File: config.mk
export PLATFORM = sky130hd
export DESIGN_NAME = udp_tx_sched
export DESIGN_NICKNAME = d
export VERILOG_FILES = /design/src/rtl/udp_pkg.sv /design/src/rtl/rr_arbiter.sv /design/src/rtl/udp_tx_sched.sv
export SDC_FILE = /design/constraint.sdc
export NUM_CORES = 1
export LEC_CHECK = 0
export ABC_AREA = 0
export CAP_MARGIN = 40
export CORE_AREA = 2 2 197 199
export CTS_CLUSTER_SIZE = 12
export DETAILED_ROUTE_END_ITERATION = 10
export DIE_AREA = 0 0 199 201
export GPL_TIMING_DRIVEN = 1
export MAX_ROUTING_LAYER = met4
export PLACE_DENSITY = 0.53
export SLEW_MARGIN = 20
export SYNTH_ARGS = -nofsm -noshare
export SYNTH_HDL_FRONTEND = slang
export SYNTH_SLANG_ARGS = --single-unit
File: constraint.sdc
create_clock -name clk -period 3.1 [get_ports clk]
set_input_delay 0.775 -clock clk [delete_from_list [all_inputs] [get_ports clk]]
set_output_delay 0.775 -clock clk [all_outputs]
set_load 0.02 [all_outputs]
File: src/rtl/udp_pkg.sv
// rtl/udp_pkg.sv - shared state encoding and constants for the UDP transmit scheduler
package udp_pkg;

    typedef enum logic [1:0] {
        ST_IDLE  = 2'd0,
        ST_LOAD  = 2'd1,
        ST_BURST = 2'd2,
        ST_GAP   = 2'd3
    } sched_state_e;

    localparam int GAP_CYCLES_DEF     = 3;
    localparam int MAX_LEN_DEF        = 1472;
    localparam int UDP_HDR_BYTES      = 8;
    localparam int FIRST_WORD_TIMEOUT = 16;

    // Payload bytes to 32-bit words, rounded up; 17-bit sum so 0xFFFF cannot wrap.
    function automatic logic [14:0] len_to_words(input logic [15:0] len);
        logic [16:0] sum;
        sum = {1'b0, len} + 17'd3;
        return sum[16:2];
    endfunction

endpackage

File: src/rtl/rr_arbiter.sv
// rtl/rr_arbiter.sv - combinational round-robin pick: first set request at or after ptr
module rr_arbiter #(
    parameter int N_REQ = 4,
    parameter int IDW   = 2
) (
    input  logic [N_REQ-1:0] req,
    input  logic [IDW-1:0]   ptr,
    output logic [N_REQ-1:0] gnt,
    output logic [IDW-1:0]   idx,
    output logic             any
);

    always_comb begin
        logic [IDW:0] pos;
        logic         found;
        gnt   = '0;
        idx   = '0;
        found = 1'b0;
        pos   = '0;
        for (int i = 0; i < N_REQ; i++) begin
            pos = {1'b0, ptr} + (IDW+1)'(i);
            if (pos >= (IDW+1)'(N_REQ)) begin
                pos = pos - (IDW+1)'(N_REQ);
            end
            if (!found && req[pos[IDW-1:0]]) begin
                found               = 1'b1;
                gnt[pos[IDW-1:0]]   = 1'b1;
                idx                 = pos[IDW-1:0];
            end
        end
        any = found;
    end

endmodule

File: src/rtl/udp_tx_sched.sv
// rtl/udp_tx_sched.sv - round-robin scheduler feeding one udp_send from N_REQ requesters
module udp_tx_sched
    import udp_pkg::*;
#(
    parameter int N_REQ      = 4,
    parameter int IDW        = 2,
    parameter int GAP_CYCLES = GAP_CYCLES_DEF,
    parameter int MAX_LEN    = MAX_LEN_DEF
) (
    input  logic              clk,
    input  logic              reset_n,
    input  logic [N_REQ-1:0]  req,
    input  logic [32*N_REQ-1:0] req_ip,
    input  logic [16*N_REQ-1:0] req_port,
    input  logic [16*N_REQ-1:0] req_len,
    input  logic [32*N_REQ-1:0] req_data,
    input  logic [N_REQ-1:0]  req_valid,
    output logic [N_REQ-1:0]  grant,
    output logic              us_valid,
    output logic [31:0]       us_data,
    output logic [31:0]       us_ip,
    output logic [15:0]       us_port,
    output logic [15:0]       us_len,
    output logic              busy,
    output logic [IDW-1:0]    active_id,
    output logic              pkt_done,
    output logic              err
);

    logic [31:0] ip_a   [N_REQ];
    logic [15:0] port_a [N_REQ];
    logic [15:0] len_a  [N_REQ];
    logic [31:0] data_a [N_REQ];

    for (genvar g = 0; g < N_REQ; g++) begin : g_slice
        assign ip_a[g]   = req_ip[g*32 +: 32];
        assign port_a[g] = req_port[g*16 +: 16];
        assign len_a[g]  = req_len[g*16 +: 16];
        assign data_a[g] = req_data[g*32 +: 32];
    end

    sched_state_e   state_q, state_d;
    logic [IDW-1:0] rr_ptr_q, rr_ptr_d;
    logic [IDW-1:0] active_id_q, active_id_d;
    logic [14:0]    words_q, words_d;
    logic [14:0]    cnt_q, cnt_d;
    logic [4:0]     wait_q, wait_d;
    logic [7:0]     gap_q, gap_d;
    logic [N_REQ-1:0] grant_q, grant_d;
    logic           us_valid_q, us_valid_d;
    logic [31:0]    us_data_q, us_data_d;
    logic [31:0]    us_ip_q, us_ip_d;
    logic [15:0]    us_port_q, us_port_d;
    logic [15:0]    us_len_q, us_len_d;
    logic           busy_q, busy_d;
    logic           pkt_done_q, pkt_done_d;
    logic           err_q, err_d;

    logic [N_REQ-1:0] arb_gnt;
    logic [IDW-1:0]   arb_idx;
    logic             arb_any;

    rr_arbiter #(.N_REQ(N_REQ), .IDW(IDW)) u_arb (
        .req (req),
        .ptr (rr_ptr_q),
        .gnt (arb_gnt),
        .idx (arb_idx),
        .any (arb_any)
    );

    logic [15:0] len_sel;
    logic        valid_sel;
    logic [31:0] data_sel;
    logic        len_bad;

    assign len_sel   = len_a[active_id_q];
    assign valid_sel = req_valid[active_id_q];
    assign data_sel  = data_a[active_id_q];
    assign len_bad   = (len_sel == 16'd0) || (len_sel > 16'(MAX_LEN));

    always_comb begin
        state_d     = state_q;
        rr_ptr_d    = rr_ptr_q;
        active_id_d = active_id_q;
        words_d     = words_q;
        cnt_d       = cnt_q;
        wait_d      = wait_q;
        gap_d       = gap_q;
        grant_d     = grant_q;
        us_valid_d  = 1'b0;
        us_data_d   = us_data_q;
        us_ip_d     = us_ip_q;
        us_port_d   = us_port_q;
        us_len_d    = us_len_q;
        pkt_done_d  = 1'b0;
        err_d       = 1'b0;

        case (state_q)
            ST_IDLE: begin
                if (arb_any) begin
                    active_id_d = arb_idx;
                    rr_ptr_d    = (arb_idx == IDW'(N_REQ-1)) ? '0 : arb_idx + 1'b1;
                    state_d     = ST_LOAD;
                end
            end
            ST_LOAD: begin
                us_ip_d   = ip_a[active_id_q];
                us_port_d = port_a[active_id_q];
                us_len_d  = len_sel;
                words_d   = len_to_words(len_sel);
                cnt_d     = '0;
                wait_d    = '0;
                gap_d     = '0;
                if (len_bad) begin
                    err_d   = 1'b1;
                    state_d = ST_GAP;
                end else begin
                    grant_d              = '0;
                    grant_d[active_id_q] = 1'b1;
                    state_d              = ST_BURST;
                end
            end
            ST_BURST: begin
                us_valid_d = valid_sel;
                if (valid_sel) begin
                    us_data_d = data_sel;
                    cnt_d     = cnt_q + 15'd1;
                    if (cnt_q + 15'd1 == words_q) begin
                        grant_d    = '0;
                        pkt_done_d = 1'b1;
                        state_d    = ST_GAP;
                    end
                end else if (cnt_q != 15'd0 || wait_q == 5'(FIRST_WORD_TIMEOUT-1)) begin
                    // Gap in a started burst, or requester never started: abandon it.
                    grant_d = '0;
                    err_d   = 1'b1;
                    state_d = ST_GAP;
                end else begin
                    wait_d = wait_q + 5'd1;
                end
            end
            ST_GAP: begin
                if (gap_q == 8'(GAP_CYCLES-1)) begin
                    state_d = ST_IDLE;
                end else begin
                    gap_d = gap_q + 8'd1;
                end
            end
            default: state_d = ST_IDLE;
        endcase

        busy_d = (state_d != ST_IDLE);
    end

    always_ff @(posedge clk or negedge reset_n) begin
        if (!reset_n) begin
            state_q     <= ST_IDLE;
            rr_ptr_q    <= '0;
            active_id_q <= '0;
            words_q     <= '0;
            cnt_q       <= '0;
            wait_q      <= '0;
            gap_q       <= '0;
            grant_q     <= '0;
            us_valid_q  <= 1'b0;
            us_data_q   <= '0;
            us_ip_q     <= '0;
            us_port_q   <= '0;
            us_len_q    <= '0;
            busy_q      <= 1'b0;
            pkt_done_q  <= 1'b0;
            err_q       <= 1'b0;
        end else begin
            state_q     <= state_d;
            rr_ptr_q    <= rr_ptr_d;
            active_id_q <= active_id_d;
            words_q     <= words_d;
            cnt_q       <= cnt_d;
            wait_q      <= wait_d;
            gap_q       <= gap_d;
            grant_q     <= grant_d;
            us_valid_q  <= us_valid_d;
            us_data_q   <= us_data_d;
            us_ip_q     <= us_ip_d;
            us_port_q   <= us_port_d;
            us_len_q    <= us_len_d;
            busy_q      <= busy_d;
            pkt_done_q  <= pkt_done_d;
            err_q       <= err_d;
        end
    end

    assign grant     = grant_q;
    assign us_valid  = us_valid_q;
    assign us_data   = us_data_q;
    assign us_ip     = us_ip_q;
    assign us_port   = us_port_q;
    assign us_len    = us_len_q;
    assign busy      = busy_q;
    assign active_id = active_id_q;
    assign pkt_done  = pkt_done_q;
    assign err       = err_q;

endmodule
==> key figures <==
Outcome
  – Outcome: finished clean

Yosys
  – EDFF count, synth: 0
  – Post-synth top cells: dfrtp_1 (153), nand2_1 (128), mux4_2 (91)
  – Ys Warns: 0
  – Syn Nets: roughly 1200
  – Top FF cell, synth: dfrtp_1
  – Area share of the largest cell type after synthesis: 40.1%
  – Area contributors post-synth: dfrtp_1 (40%), mux4_2 (21%), mux2_2 (8.0%)
  – Area leader, netlist: dfrtp_1
  – Top-count cell post-synth: dfrtp_1
  – Synth Instances: 823
  – Synth Cell Area: 9540 um^2
  – #FFs+latches synth: 153
  – Mapped Avg Cell Area: 11.6 um^2
  – FFs w/ async S/R, synth: 100%
  – Sequential area share after synthesis: 40.1%
  – Cell variety after synth: 63

Layout
  – Sequential Area: 3840 um^2
  – Multi-input gate area: 5430 um^2
  – # fillers: 3660
  – Layout-stage area growth over the synthesis result: 68.3%
  – NumNets Final: roughly 1700
  – Layout cells sized above 1: 18.8%
  – Post-route cell area: 16100 um^2

Setup path
  – Reg2reg setup slack: 130 ps
  – Critical-path top delay cell: mux4_2
  – Crit path largest cell delay: 510 ps
  – Endpoint type of the worst setup path: flip-flop
  – Worst Setup Path Type: in2reg
  – Reg2Reg Depth: 7
  – Max FO, Critical Path: 6
  – Worst r2r src: active_id[0]
  – FF-to-FF End: grant[0]
  – Crit path cell chain: clkdlybuf4s50_1 -> mux4_2 -> nor4_2 -> nand2_1 -> a31o_1 -> o31a_1 -> a221oi_1 -> a21bo_1
  – WP data arrival: 3360 ps
  – CP startpoint kind: primary input
  – Worst path required time: about 3400 ps

Global routing
  – Congestion Overflow GR: 0
  – Pin count of the biggest net entering global routing: 62
  – Initial antenna violation count: 5
  – Total GRT Usage: between 20% and 30%
  – Vias in the first global route: roughly 9600
  – First-pass GRT wire length: 61500 um

Clock tree
  – Clk Latency, worst-skew pair: 440 ps
  – TritonCTS buffer count: 17
  – Postcts setup bufs: 0
  – Clk root buf: clkbuf_16
  – Hold Buf Count CTS: 0
  – CTS clk-pin slew, worst paths: 70 ps
  – H-tree depth: 4
  – CTS tree: done
  – Bufs on Longest Clock Path: 2
  – Clock sink total: 153

Detailed routing
  – Routed vias/inst: 4.80
  – Wl on met1: 16700 um
  – Post-DRT Antenna Nets: 0
  – Met2 Wirelength: ~22000 um
  – Vias post-DR: 8982
  – # DRC: 0
  – Top Layer Used: met4
  – Routed wire length: 41600 um
  – Detailed Route Iter0 Violations: 447
  – Met3 wire len: 2240 um
  – DR WL/cell: 22.2 um
  – Iteration count of the initial detailed-routing pass: 5

Min path
  – Hold Crit Class: in2async

Placement
  – RD Place Congestion: 0.919
  – I/O Buffers: 499
  – DP Wirelength: 33800 um
  – DP Area: 15400 um^2

Flow run
  – Max Cap Viol: 0

STA
  – Final Hold Viols: 0
  – RSZ-0062 raised after global routing: no
  – Setup_tns: 0 ps
  – Min cycle time layout: 3020 ps
  – Final Cycle Share: 97.5%
  – Final setup skew: approximately 11 ps
  – Peak Freq: 0.331 GHz
  – Finish-stage setup viols: 0
  – Max-slew headroom: 51.3%
  – Worst Max-Slew Pin Slew: 731 ps
  – Final slew viol count: 0

Floorplanning
  – Die ar.: 40000 um^2
  – Site Rows: 72
  – Die width: 199 um
  – Starting density of the core: 25.0%
  – Chip height: 201 um
  – Top Ports: 500
  – Core Area: 38100 um^2

Power
  – Flop pwr share: 24.9%
  – PnR Total Power: 13.9 mW
  – Switching fraction of total power: 39.5%
  – Combinational Power Share: between 50% and 60%
  – Switch Pwr: 5.50 mW
  – P per Cell Area: 866 nW/um^2
  – Cell internal pwr: ~8.4 mW
  – Leakage: 6.33 nW
  – Peak VDD IR: roughly 0.48 mV
  – Clock share of power: 16.8%
power by group through the flow:
stage / sequential (mW) / combinational, mW / clock [mW]
after floorplan: 4.11 / 3.98 / 0
after global placement: 3.48 / 8.16 / 0
after detailed placement: 3.49 / 8.19 / 0
after CTS: 3.47 / 8.22 / 2.41
after global routing: 3.59 / 8.68 / 2.48
final: 3.46 / 8.11 / 2.34
cell type report:
| type | instances | area share [%] |
|---|---|---|
| Sequential cell | 153 | 23.9 |
| Clock buffer | 17 | 2.65 |
| Multi-Input combinational cell | 595 | 33.8 |
| Timing Repair Buffer | 550 | 33.8 |
| Inverter | 17 | 0.397 |
| Clock inverter | 15 | 1.33 |
| Antenna cell | 6 | 0.0935 |
| Tap cell | 518 | 4.04 |
state kept, by name (all words and copies together), names as in the netlist, named ones only:
signal	cells
rr_ptr_q	1
active_id	2
state_q	2
err	1
pkt_done	1
cnt_q	15
wait_q	5
gap_q	8
us_port	16
words_q	15
us_len	16
us_data	32
busy	1
us_valid	1
grant	4
us_ip	32
routing by layer:
layer  vias to the layer above  track usage [%]
met5                         -                -
met4                         0             6.66
met3                        38             5.34
met2                       292             36.3
met1                      4531             25.6
li1                       4121                -
cell families after synthesis:
family	count (synthesis)	share of synthesized area [%]
mux	167	31.4
flops	153	40.1
simple gates	268	13.2
xor+xnor	31	2.85
buf+inv	75	3.15
fa+ha+maj	11	1.44
compound gates	118	7.91
worst max path at each step:
stage | startpoint | to | slack (ps) | cells after the start
5_1_grt | req_len[51] | grant[0] | 7 | 8
2_1_floorplan | req_len[51] | grant[0] | 280 | 7
6_report | req_len[51] | grant[0] | 80 | 8
4_1_cts | req_len[51] | grant[0] | 90 | 8
3_5_place_dp | req_len[51] | grant[0] | -390 | 8
3_3_place_gp | req_len[51] | busy | -340 | 8
critical path, delay by kind of cell:
family / cells / cell delay [ps]
compound gates: 4 / 1220
buf+inv: 1 / 400
mux: 1 / 510
simple gates: 2 / 440
cell usage in the layout, fill, tap and decap left out, types with 7 or more instances in the layout:
cell type        instances
nor4_1                  12
o21ai_0                 36
clkdlybuf4s50_1        498
buf_4                   46
nand2b_1                12
nor2_1                  42
nand2_1                127
xnor2_1                 14
inv_1                   16
mux2_2                  68
nand4_1                  9
ha_1                    10
xor2_1                  17
a21oi_1                 29
clkbuf_16               17
dfrtp_1                151
and3_1                   7
mux4_2                  92
nand3_1                 18
repair_timing:
action | CTS | global route
resized for setup | 0 | 2
endpoints found under the setup margin | 0 | 2
endpoints found under the hold margin | 0 | 0
per-stage QoR:
step / setup WS, ps / cells / util (%) / hold WS (ps)
5_1_grt: 6.93 / 1870 / 42.1 / 337
3_3_place_gp: -340 / 1833 / 40.4 / 458
6_report: 78.7 / 1871 / 42.1 / 321
2_1_floorplan: 281 / 823 / - / 450
4_1_cts: 91.4 / 1865 / 42.1 / 324
3_5_place_dp: -391 / 1833 / 40.4 / 461
Note: power is estimated with default switching activity, not from simulation.
